==> config.mk <==
export PLATFORM = sky130hd
export DESIGN_NAME = run_length_hist
export DESIGN_NICKNAME = d
export VERILOG_FILES = /design/src/rtl/lfsr_pkg.sv /design/src/rtl/run_hist_bank.sv /design/src/rtl/run_length_hist.sv
export SDC_FILE = /design/constraint.sdc
export NUM_CORES = 2
export LEC_CHECK = 0
export BUFFER_PORTS_ARGS = -buffer_cell sky130_fd_sc_hd__buf_2
export CORE_ASPECT_RATIO = 2
export CORE_MARGIN = 8
export CORE_UTILIZATION = 60
export CTS_BUF_LIST = sky130_fd_sc_hd__clkbuf_8
export CTS_CLUSTER_DIAMETER = 150
export CTS_CLUSTER_SIZE = 8
export DETAILED_ROUTE_END_ITERATION = 16
export GPL_TIMING_DRIVEN = 0
export PLACE_DENSITY_LB_ADDON = 0.25
export SYNTH_ARGS = -nofsm -noshare
export SYNTH_HDL_FRONTEND = slang
export SYNTH_SLANG_ARGS = --single-unit
==> constraint.sdc <==
create_clock -name clk -period 45.4 [get_ports clk]
set_input_delay 6.81 -clock clk [delete_from_list [all_inputs] [get_ports clk]]
set_output_delay 6.81 -clock clk [all_outputs]
set_load 0.02 [all_outputs]
==> src/rtl/lfsr_pkg.sv <==
// Definitions shared by the LFSR, its bit counter and the run-length histogram.
package lfsr_pkg;

  localparam int unsigned LFSR_W = 23;
  localparam int unsigned CNT_W  = 24;

  typedef enum logic [0:0] {
    S_IDLE,
    S_RUN
  } run_state_e;

  // Minimum bit count able to index v distinct values.
  function automatic int unsigned clog2(input int unsigned v);
    int unsigned r;
    r = 0;
    for (int unsigned i = 0; i < 32; i++) begin
      if ((32'd1 << i) < v) r = i + 1;
    end
    return r;
  endfunction

endpackage

==> src/rtl/run_hist_bank.sv <==
// One polarity's working histogram: saturating single-bin increment, clear, and a
// copy-out view that already includes the increment applied this cycle.
module run_hist_bank
  import lfsr_pkg::*;
#(
  parameter int unsigned MAX_RUN = 24,
  parameter int unsigned CNT_W   = lfsr_pkg::CNT_W,
  localparam int unsigned IDX_W  = clog2(MAX_RUN)
) (
  input  logic             clk_i,
  input  logic             reset_i,
  input  logic             inc_i,
  input  logic [IDX_W-1:0] idx_i,
  input  logic             clr_i,
  output logic [CNT_W-1:0] bins_o [MAX_RUN]
);

  logic [CNT_W-1:0] bins_q [MAX_RUN];

  always_comb begin
    for (int unsigned k = 0; k < MAX_RUN; k++) begin
      bins_o[k] = bins_q[k];
      if (inc_i && (32'(idx_i) == k) && (bins_q[k] != '1)) begin
        bins_o[k] = bins_q[k] + 1'b1;
      end
    end
  end

  always_ff @(posedge clk_i) begin
    for (int unsigned k = 0; k < MAX_RUN; k++) begin
      if (reset_i || clr_i) begin
        bins_q[k] <= '0;
      end else begin
        bins_q[k] <= bins_o[k];
      end
    end
  end

endmodule

==> src/rtl/run_length_hist.sv <==
// Bins zero/one run lengths of the LFSR bit stream; each max_tick freezes the working
// histograms into a readable snapshot bank and clears them.
module run_length_hist
  import lfsr_pkg::*;
#(
  parameter int unsigned MAX_RUN = 24,
  parameter int unsigned CNT_W   = lfsr_pkg::CNT_W,
  parameter int unsigned ADDR_W  = 5
) (
  input  logic              clk,
  input  logic              reset,
  input  logic              sh_en,
  input  logic              bit_in,
  input  logic              max_tick,
  input  logic              rd_sel,
  input  logic [ADDR_W-1:0] rd_addr,
  output logic [CNT_W-1:0]  rd_data,
  output logic [CNT_W-1:0]  run_total,
  output logic              stats_valid,
  output logic              snap_tick
);

  localparam int unsigned LEN_W = clog2(MAX_RUN + 1);
  localparam int unsigned IDX_W = clog2(MAX_RUN);

  run_state_e       state_q, state_d;
  logic             prev_q, prev_d;
  logic [LEN_W-1:0] len_q, len_d;
  logic [CNT_W-1:0] wtotal_q, wtotal_nxt;
  logic [CNT_W:0]   wsum;
  logic [CNT_W-1:0] snap_q [2][MAX_RUN];
  logic [CNT_W-1:0] run_total_q;
  logic [CNT_W-1:0] rd_data_q, rd_mux;
  logic             stats_valid_q, snap_tick_q;

  logic             close1, close2;
  logic [LEN_W-1:0] len1_m1, len2_m1;
  logic [IDX_W-1:0] idx1, idx2;
  logic             inc_zero, inc_one;
  logic [IDX_W-1:0] idx_zero, idx_one;
  logic [CNT_W-1:0] bins_zero [MAX_RUN];
  logic [CNT_W-1:0] bins_one  [MAX_RUN];

  // close1: run ended by a polarity change; close2: open run ended by max_tick.
  always_comb begin
    state_d = state_q;
    prev_d  = prev_q;
    len_d   = len_q;
    close1  = 1'b0;
    close2  = 1'b0;
    if (sh_en) begin
      if (state_q == S_IDLE) begin
        prev_d  = bit_in;
        len_d   = LEN_W'(1);
        state_d = S_RUN;
      end else if (bit_in == prev_q) begin
        if (len_q < LEN_W'(MAX_RUN)) len_d = len_q + 1'b1;
      end else begin
        close1 = 1'b1;
        prev_d = bit_in;
        len_d  = LEN_W'(1);
      end
    end
    if (max_tick) begin
      close2  = sh_en || (state_q == S_RUN);
      state_d = S_IDLE;
    end
  end

  assign len1_m1 = len_q - 1'b1;
  assign len2_m1 = len_d - 1'b1;
  assign idx1    = len1_m1[IDX_W-1:0];
  assign idx2    = len2_m1[IDX_W-1:0];

  // A double closure always has opposite polarities, so each bank sees at most one.
  always_comb begin
    inc_zero = (close1 && !prev_q) || (close2 && !prev_d);
    inc_one  = (close1 && prev_q) || (close2 && prev_d);
    idx_zero = (close1 && !prev_q) ? idx1 : idx2;
    idx_one  = (close1 && prev_q) ? idx1 : idx2;
  end

  always_comb begin
    wsum       = {1'b0, wtotal_q} + (CNT_W + 1)'(close1) + (CNT_W + 1)'(close2);
    wtotal_nxt = wsum[CNT_W] ? '1 : wsum[CNT_W-1:0];
  end

  always_comb begin
    rd_mux = '0;
    for (int unsigned k = 0; k < MAX_RUN; k++) begin
      if (32'(rd_addr) == k) rd_mux = rd_sel ? snap_q[1][k] : snap_q[0][k];
    end
  end

  run_hist_bank #(
    .MAX_RUN (MAX_RUN),
    .CNT_W   (CNT_W)
  ) u_bank_zero (
    .clk_i   (clk),
    .reset_i (reset),
    .inc_i   (inc_zero),
    .idx_i   (idx_zero),
    .clr_i   (max_tick),
    .bins_o  (bins_zero)
  );

  run_hist_bank #(
    .MAX_RUN (MAX_RUN),
    .CNT_W   (CNT_W)
  ) u_bank_one (
    .clk_i   (clk),
    .reset_i (reset),
    .inc_i   (inc_one),
    .idx_i   (idx_one),
    .clr_i   (max_tick),
    .bins_o  (bins_one)
  );

  always_ff @(posedge clk) begin
    if (reset) begin
      state_q       <= S_IDLE;
      prev_q        <= 1'b0;
      len_q         <= '0;
      wtotal_q      <= '0;
      run_total_q   <= '0;
      rd_data_q     <= '0;
      stats_valid_q <= 1'b0;
      snap_tick_q   <= 1'b0;
      for (int unsigned k = 0; k < MAX_RUN; k++) begin
        snap_q[0][k] <= '0;
        snap_q[1][k] <= '0;
      end
    end else begin
      state_q     <= state_d;
      prev_q      <= prev_d;
      len_q       <= len_d;
      snap_tick_q <= max_tick;
      rd_data_q   <= rd_mux;
      if (max_tick) begin
        wtotal_q      <= '0;
        run_total_q   <= wtotal_nxt;
        stats_valid_q <= 1'b1;
        for (int unsigned k = 0; k < MAX_RUN; k++) begin
          snap_q[0][k] <= bins_zero[k];
          snap_q[1][k] <= bins_one[k];
        end
      end else begin
        wtotal_q <= wtotal_nxt;
      end
    end
  end

  assign rd_data     = rd_data_q;
  assign run_total   = run_total_q;
  assign stats_valid = stats_valid_q;
  assign snap_tick   = snap_tick_q;

endmodule
==> results of run 1 <==
-- synthesized netlist by cell type, drive strengths merged, types with 9 or more instances --
cell	number	area, µm²
mux2	77	867.1
o21ai	202	1011
mux2i	631	6316
dfxtp	1233	24680
nor2	2475	9290
buf	192	889.6
a31oi	14	115.1
and2	105	656.9
nor3	410	2067
o31a	9	78.83
xnor2	783	6877
nor4	446	3418
nand2	675	2534
a22oi	9	67.56
nor3b	10	80.07
o2111ai	13	120.1
a211oi	47	362.8
nand3	511	2577
mux4	17	382.9
a21oi	195	979.7
o41ai	14	122.6
o311ai	9	78.83
nor2b	15	93.84
a221oi	12	105.1
or2	22	137.6
or3	100	625.6
o211ai	18	135.1
clkbuf	563	2115
a2111oi	31	290.3
nand4	456	2859
nand2b	65	406.6
o22ai	121	763.2
nor4b	35	369.1
inv	130	488.0
ha	52	650.6
edfxtp	1152	34590
xor2	240	2102
a31o	10	87.58
and4	121	1062
o31ai	23	187.7
and3	250	1564
or4	35	266.5
-- metrics by stage --
stage	setup slack, ns	std cells	cell area [µm²]	hold WS [ns]	utilization [%]
4_1_cts	32.51	14840	123900	0.4780	65.98
3_5_place_dp	31.47	14230	118000	0.4621	62.86
3_3_place_gp	-13.37	14170	116700	0.4548	62.13
2_1_floorplan	4.481	11610	113200	0.4480	-
-- routing by layer --
metal	track usage [%]	GRT overflow
met5	2.776	0
met4	68.46	46
met3	30.72	0
met2	84.35	58
met1	54.10	0
-- logic make-up after synthesis --
group / Yosys count / synth area share (%)
XOR/XNOR: 1023 / 7.928
multiplexers: 725 / 6.681
AND/OR/NAND/NOR: 5760 / 24.96
buffers and inverters: 885 / 3.084
adder cells (fa/ha/maj): 53 / 0.5922
AO/OA/AOI/OAI: 783 / 4.413
flip-flops: 2385 / 52.34
==> metrics, run 1 <==
die width between 300 and 400 µm; Main synth FF type sky130_fd_sc_hd__dfxtp_1; post-synth net total between 10,000 and 15,000; largest net degree at the start of global routing 75; maximum buffer depth of the clock tree 4; count of distinct cell types in the synthesized netlist 101; Synth Cell Area 0.1132 mm²; level count of the clock H-tree 5; share of flip-flops with an asynchronous set or reset after synthesis 0%; GRT overflow ~100; CTS root buf sky130_fd_sc_hd__clkbuf_8; effective utilization at floorplan about three fifths; RD Place Congestion approximately 1.2; first logged error message [ERROR GRT-0116] Global routing finished with congestion. Check the congestion regions in the DRC Viewer.; sequential cell area fraction in the yosys report a little over half; synth warn 0; detailed placement HPWL 424.5 mm; synthesized area per cell just under 10 µm²; clock buffer count from CTS 340; run status did not finish; count of buffers added by post-CTS timing repair for setup 0; chip height 630.4 µm; Post-CTS Hold Buffers 0; total routing usage reported by global routing between 50 and 60%; Post-synth EDFFs about 1,200; FF+latch count, synth 2,385; wire length of the first global-routing pass around 830 mm; count of input and output buffers between 50 and 60; synthesized netlist cell count between 10,000 and 15,000; io pins a little over 60; stage at which the flow ended 5_1_grt; count of instances resized after the clock tree is built 0; number of global-route vias before repair around 110k; total number of placement rows approximately 230; clk sinks approximately 2,400
==> inputs of run 2 (changes only) <==
CORE_ASPECT_RATIO = default   (was 2)
CORE_UTILIZATION = 40   (was 60)
CTS_BUF_LIST = default   (was sky130_fd_sc_hd__clkbuf_8)
CTS_CLUSTER_DIAMETER = default   (was 150)
CTS_CLUSTER_SIZE = default   (was 8)
PLACE_DENSITY_LB_ADDON = 0.15   (was 0.25)
==> run 2 against run 1 <==
Against the previous run:
- the flow now finishes, with violations (capacitance limit, slew limit)
- synthesized area unchanged
- synthesized cell count stayed put
==> metrics, run 2 <==
multi-input gate area in the final layout roughly 0.051 mm²; count of input and output buffers 58 (unchanged); Final period util between 20 and 30%; most frequent standard cell in the layout excluding fill and tap cells sky130_fd_sc_hd__nor2_1; most area-consuming cells after synthesis sky130_fd_sc_hd__edfxtp_1 31%, sky130_fd_sc_hd__dfxtp_1 22%, sky130_fd_sc_hd__nor2_1 8.2%, sky130_fd_sc_hd__xnor2_1 6.0%, sky130_fd_sc_hd__mux2i_1 5.6% (unchanged); DRT antenna net count 0; Synth Cell Area 0.1132 mm² (unchanged); Clock Latency Late Sink between 0.9 and 1 ns; largest net degree at the start of global routing 70; setup TNS 0 ns; Vias a little under 100k; effective utilization at floorplan 40.15% (was 60.31%); Top Registers snap_q: 1152 flops, u_bank_one.bins_q: 576 flops, u_bank_zero.bins_q: 576 flops; post-synth net total 11,680 (unchanged); total number of placement rows 195 (was 225); total area of sequential cells between 0.05 and 0.06 mm²; share of the synthesized area in the top cell type 30.55% (unchanged); largest fanout on the critical path 62; run status complete, but fails checks (was did not finish); leakage power 42.30 nW; nature of the critical path startpoint primary input; remaining max-slew budget at the tightest pin -9.996%; core area 0.2820 mm²; io pins 61 (unchanged); count of buffers added by post-CTS timing repair for setup 0 (unchanged); drt pass-1 iters 7; clk sinks 2,385 (unchanged); fraction of layout instances using a drive strength above 1 approximately 8.2%; logic gate share of total power just under 9%; count of instances resized after the clock tree is built 0 (unchanged); wire length per cell 32.62 µm; GRT overflow 0; RD Place Congestion 1.064 (was 1.222); power density relative to cell area about 40 mW/mm²; critical path start-end classification in -> reg; top library cells by usage in the layout, fill and taps aside 2,472 x sky130_fd_sc_hd__nor2_1, 1,233 x sky130_fd_sc_hd__dfxtp_1, 1,152 x sky130_fd_sc_hd__edfxtp_1; Least-Margin Pin Slew around 1.6 ns; final setup skew approximately 0.033 ns; RSZ-0062 raised after global routing no; DRC violation count after routing 0; detailed placement HPWL 403.7 mm (was 424.5 mm); final wirelength about 520 mm; CTS root buf sky130_fd_sc_hd__clkbuf_16 (was sky130_fd_sc_hd__clkbuf_8); max FFs per register between 1,000 and 1,500; maximum buffer depth of the clock tree 4 (unchanged); violated checks capacitance limit, slew limit; area leader, netlist sky130_fd_sc_hd__edfxtp_1 (unchanged); most common cell in the synthesized netlist sky130_fd_sc_hd__nor2_1 (unchanged); number of max-cap violations 21; CP endpoint kind flop; count of distinct cell types in the synthesized netlist 101 (unchanged); Most flops, register snap_q; Post-CTS Hold Buffers 0 (unchanged); WP data arrival 13.71 ns; total net switching power 0.001387 W; chip height 548.1 µm (was 630.4 µm); Post-synth EDFFs 1,152 (unchanged); synthesized netlist cell count 11,610 (unchanged); final number of hold-violating endpoints 0; share of flip-flops with an asynchronous set or reset after synthesis 0% (unchanged); number of nets in the layout about 12,000; Die ar. 0.3004 mm²; most used standard cells in the synthesized netlist 2,475 x sky130_fd_sc_hd__nor2_1, 1,233 x sky130_fd_sc_hd__dfxtp_1, 1,152 x sky130_fd_sc_hd__edfxtp_1 (unchanged); IR drop worst, VDD slightly above 0.03 mV; relative contribution of sequential cells to total power between 40% and 50%; synthesized area per cell 9.751 µm² (unchanged); routed via count divided by cell count about 6.1; placement-stage worst setup slack 31.41 ns (was 31.47 ns); initial antenna violation count 71; Clk network pwr share 45.6%; fraction of power spent switching nets roughly 27%; fin crit period 13.13 ns; clock tree from TritonCTS yes; Main synth FF type sky130_fd_sc_hd__dfxtp_1 (unchanged); wire length of the first global-routing pass just over 700 mm; total routing usage reported by global routing 33.34%; sequential cell area fraction in the yosys report 52.34% (unchanged); Fmax between 70 and 80 MHz; clock slew seen by the registers of the worst setup and hold paths about 0.060 ns; synthesis-to-finish area growth 14.02%; setup ws final roughly 32 ns; Int Power 0.003722 W; synth warn 0 (unchanged); final-report max-slew violation count between 100 and 150; clock buffer count from CTS 277 (was 340); die width 548.1 µm (was 323.2 µm); number of global-route vias before repair roughly 90,000; Setup violations, final 0; FF+latch count, synth 2,385 (unchanged); Filler cells about 27,000; level count of the clock H-tree 5 (unchanged); kind of path behind the tightest hold check reg -> reg; endpoint required time on the critical path roughly 46 ns; Iter 0 DRT Violations about 13,000
## run 2: kinds of logic after synthesis
group / share of synthesized area, %
buf+inv: 3.084
fa+ha+maj: 0.5922
mux: 6.681
simple gates: 24.96
compound gates: 4.413
flops: 52.34
xor+xnor: 7.928
## run 2: power groups by stage
stage | Combinational, W | Clock [W] | Sequential, W
global route | 0.000441 | 0.00242 | 0.00233
global placement | 0.000411 | 0 | 0.00248
floorplan | 0.000174 | 0 | 0.00243
CTS | 0.000429 | 0.00234 | 0.00233
finish | 0.000446 | 0.00233 | 0.00233
detailed placement | 0.000428 | 0 | 0.00238
## run 2: layout make-up
| type | count | area share [%] |
|---|---|---|
| inverter | 130 | 0.3779 |
| sequential | 2385 | 45.91 |
| tap | 3743 | 3.627 |
| buffer | 755 | 2.392 |
| clock buffer | 355 | 5.852 |
| multi-input combinational | 8344 | 39.22 |
| timing repair buffer | 121 | 1.227 |
| antenna | 38 | 0.07364 |
| clock inverter | 154 | 1.322 |
## run 2: worst paths after layout
path,start,to,slack (ns),cells past startpoint
hold / removal,run_total[18]$_SDFFE_PP0P_,run_total[18]$_SDFFE_PP0P_,0.45,2
hold reg to reg,run_total[18]$_SDFFE_PP0P_,run_total[18]$_SDFFE_PP0P_,0.45,2
setup reg to reg,len_q[0]$_SDFF_PP0_,snap_q[0][981]$_SDFFCE_PN0P_,38.02,18
setup / recovery,max_tick,snap_q[0][10]$_SDFFCE_PN0P_,32.27,14
## run 2: routing by layer
layer  part of all wire [%]  GRT usage (%)
met5                  0.014              0
met4                    8.3          22.84
met3                    9.6          7.066
met2                     43          50.10
met1                     39          43.06
## run 2: stage by stage
stage / hold WS (ns) / total power, W / utilization (%) / instances / area, µm²
6_report: 0.4519 / 0.005109 / 45.78 / 16030 / 129100
3_5_place_dp: 0.4459 / 0.002806 / 42.45 / 15480 / 119700
5_1_grt: 0.4963 / 0.005197 / 45.75 / 15990 / 129000
2_1_floorplan: 0.4480 / 0.002604 / - / 11610 / 113200
3_3_place_gp: 0.4398 / 0.002895 / 41.92 / 15420 / 118200
4_1_cts: 0.4594 / 0.005103 / 45.73 / 15990 / 129000
## run 2: worst max-delay path: stages
cell,delay [ns]
sky130_fd_sc_hd__buf_2,0.21
sky130_fd_sc_hd__clkbuf_1,0.98
sky130_fd_sc_hd__nor2_1,0.42
sky130_fd_sc_hd__inv_1,0.24
sky130_fd_sc_hd__clkbuf_1,1.10
sky130_fd_sc_hd__clkbuf_1,0.80
sky130_fd_sc_hd__clkbuf_4,0.62
sky130_fd_sc_hd__buf_16,0.34
sky130_fd_sc_hd__buf_16,0.32
sky130_fd_sc_hd__buf_16,0.31
sky130_fd_sc_hd__buf_16,0.32
sky130_fd_sc_hd__buf_16,0.31
sky130_fd_sc_hd__buf_16,0.27
sky130_fd_sc_hd__buf_16,0.29
Power figures use the tool's default switching activity.
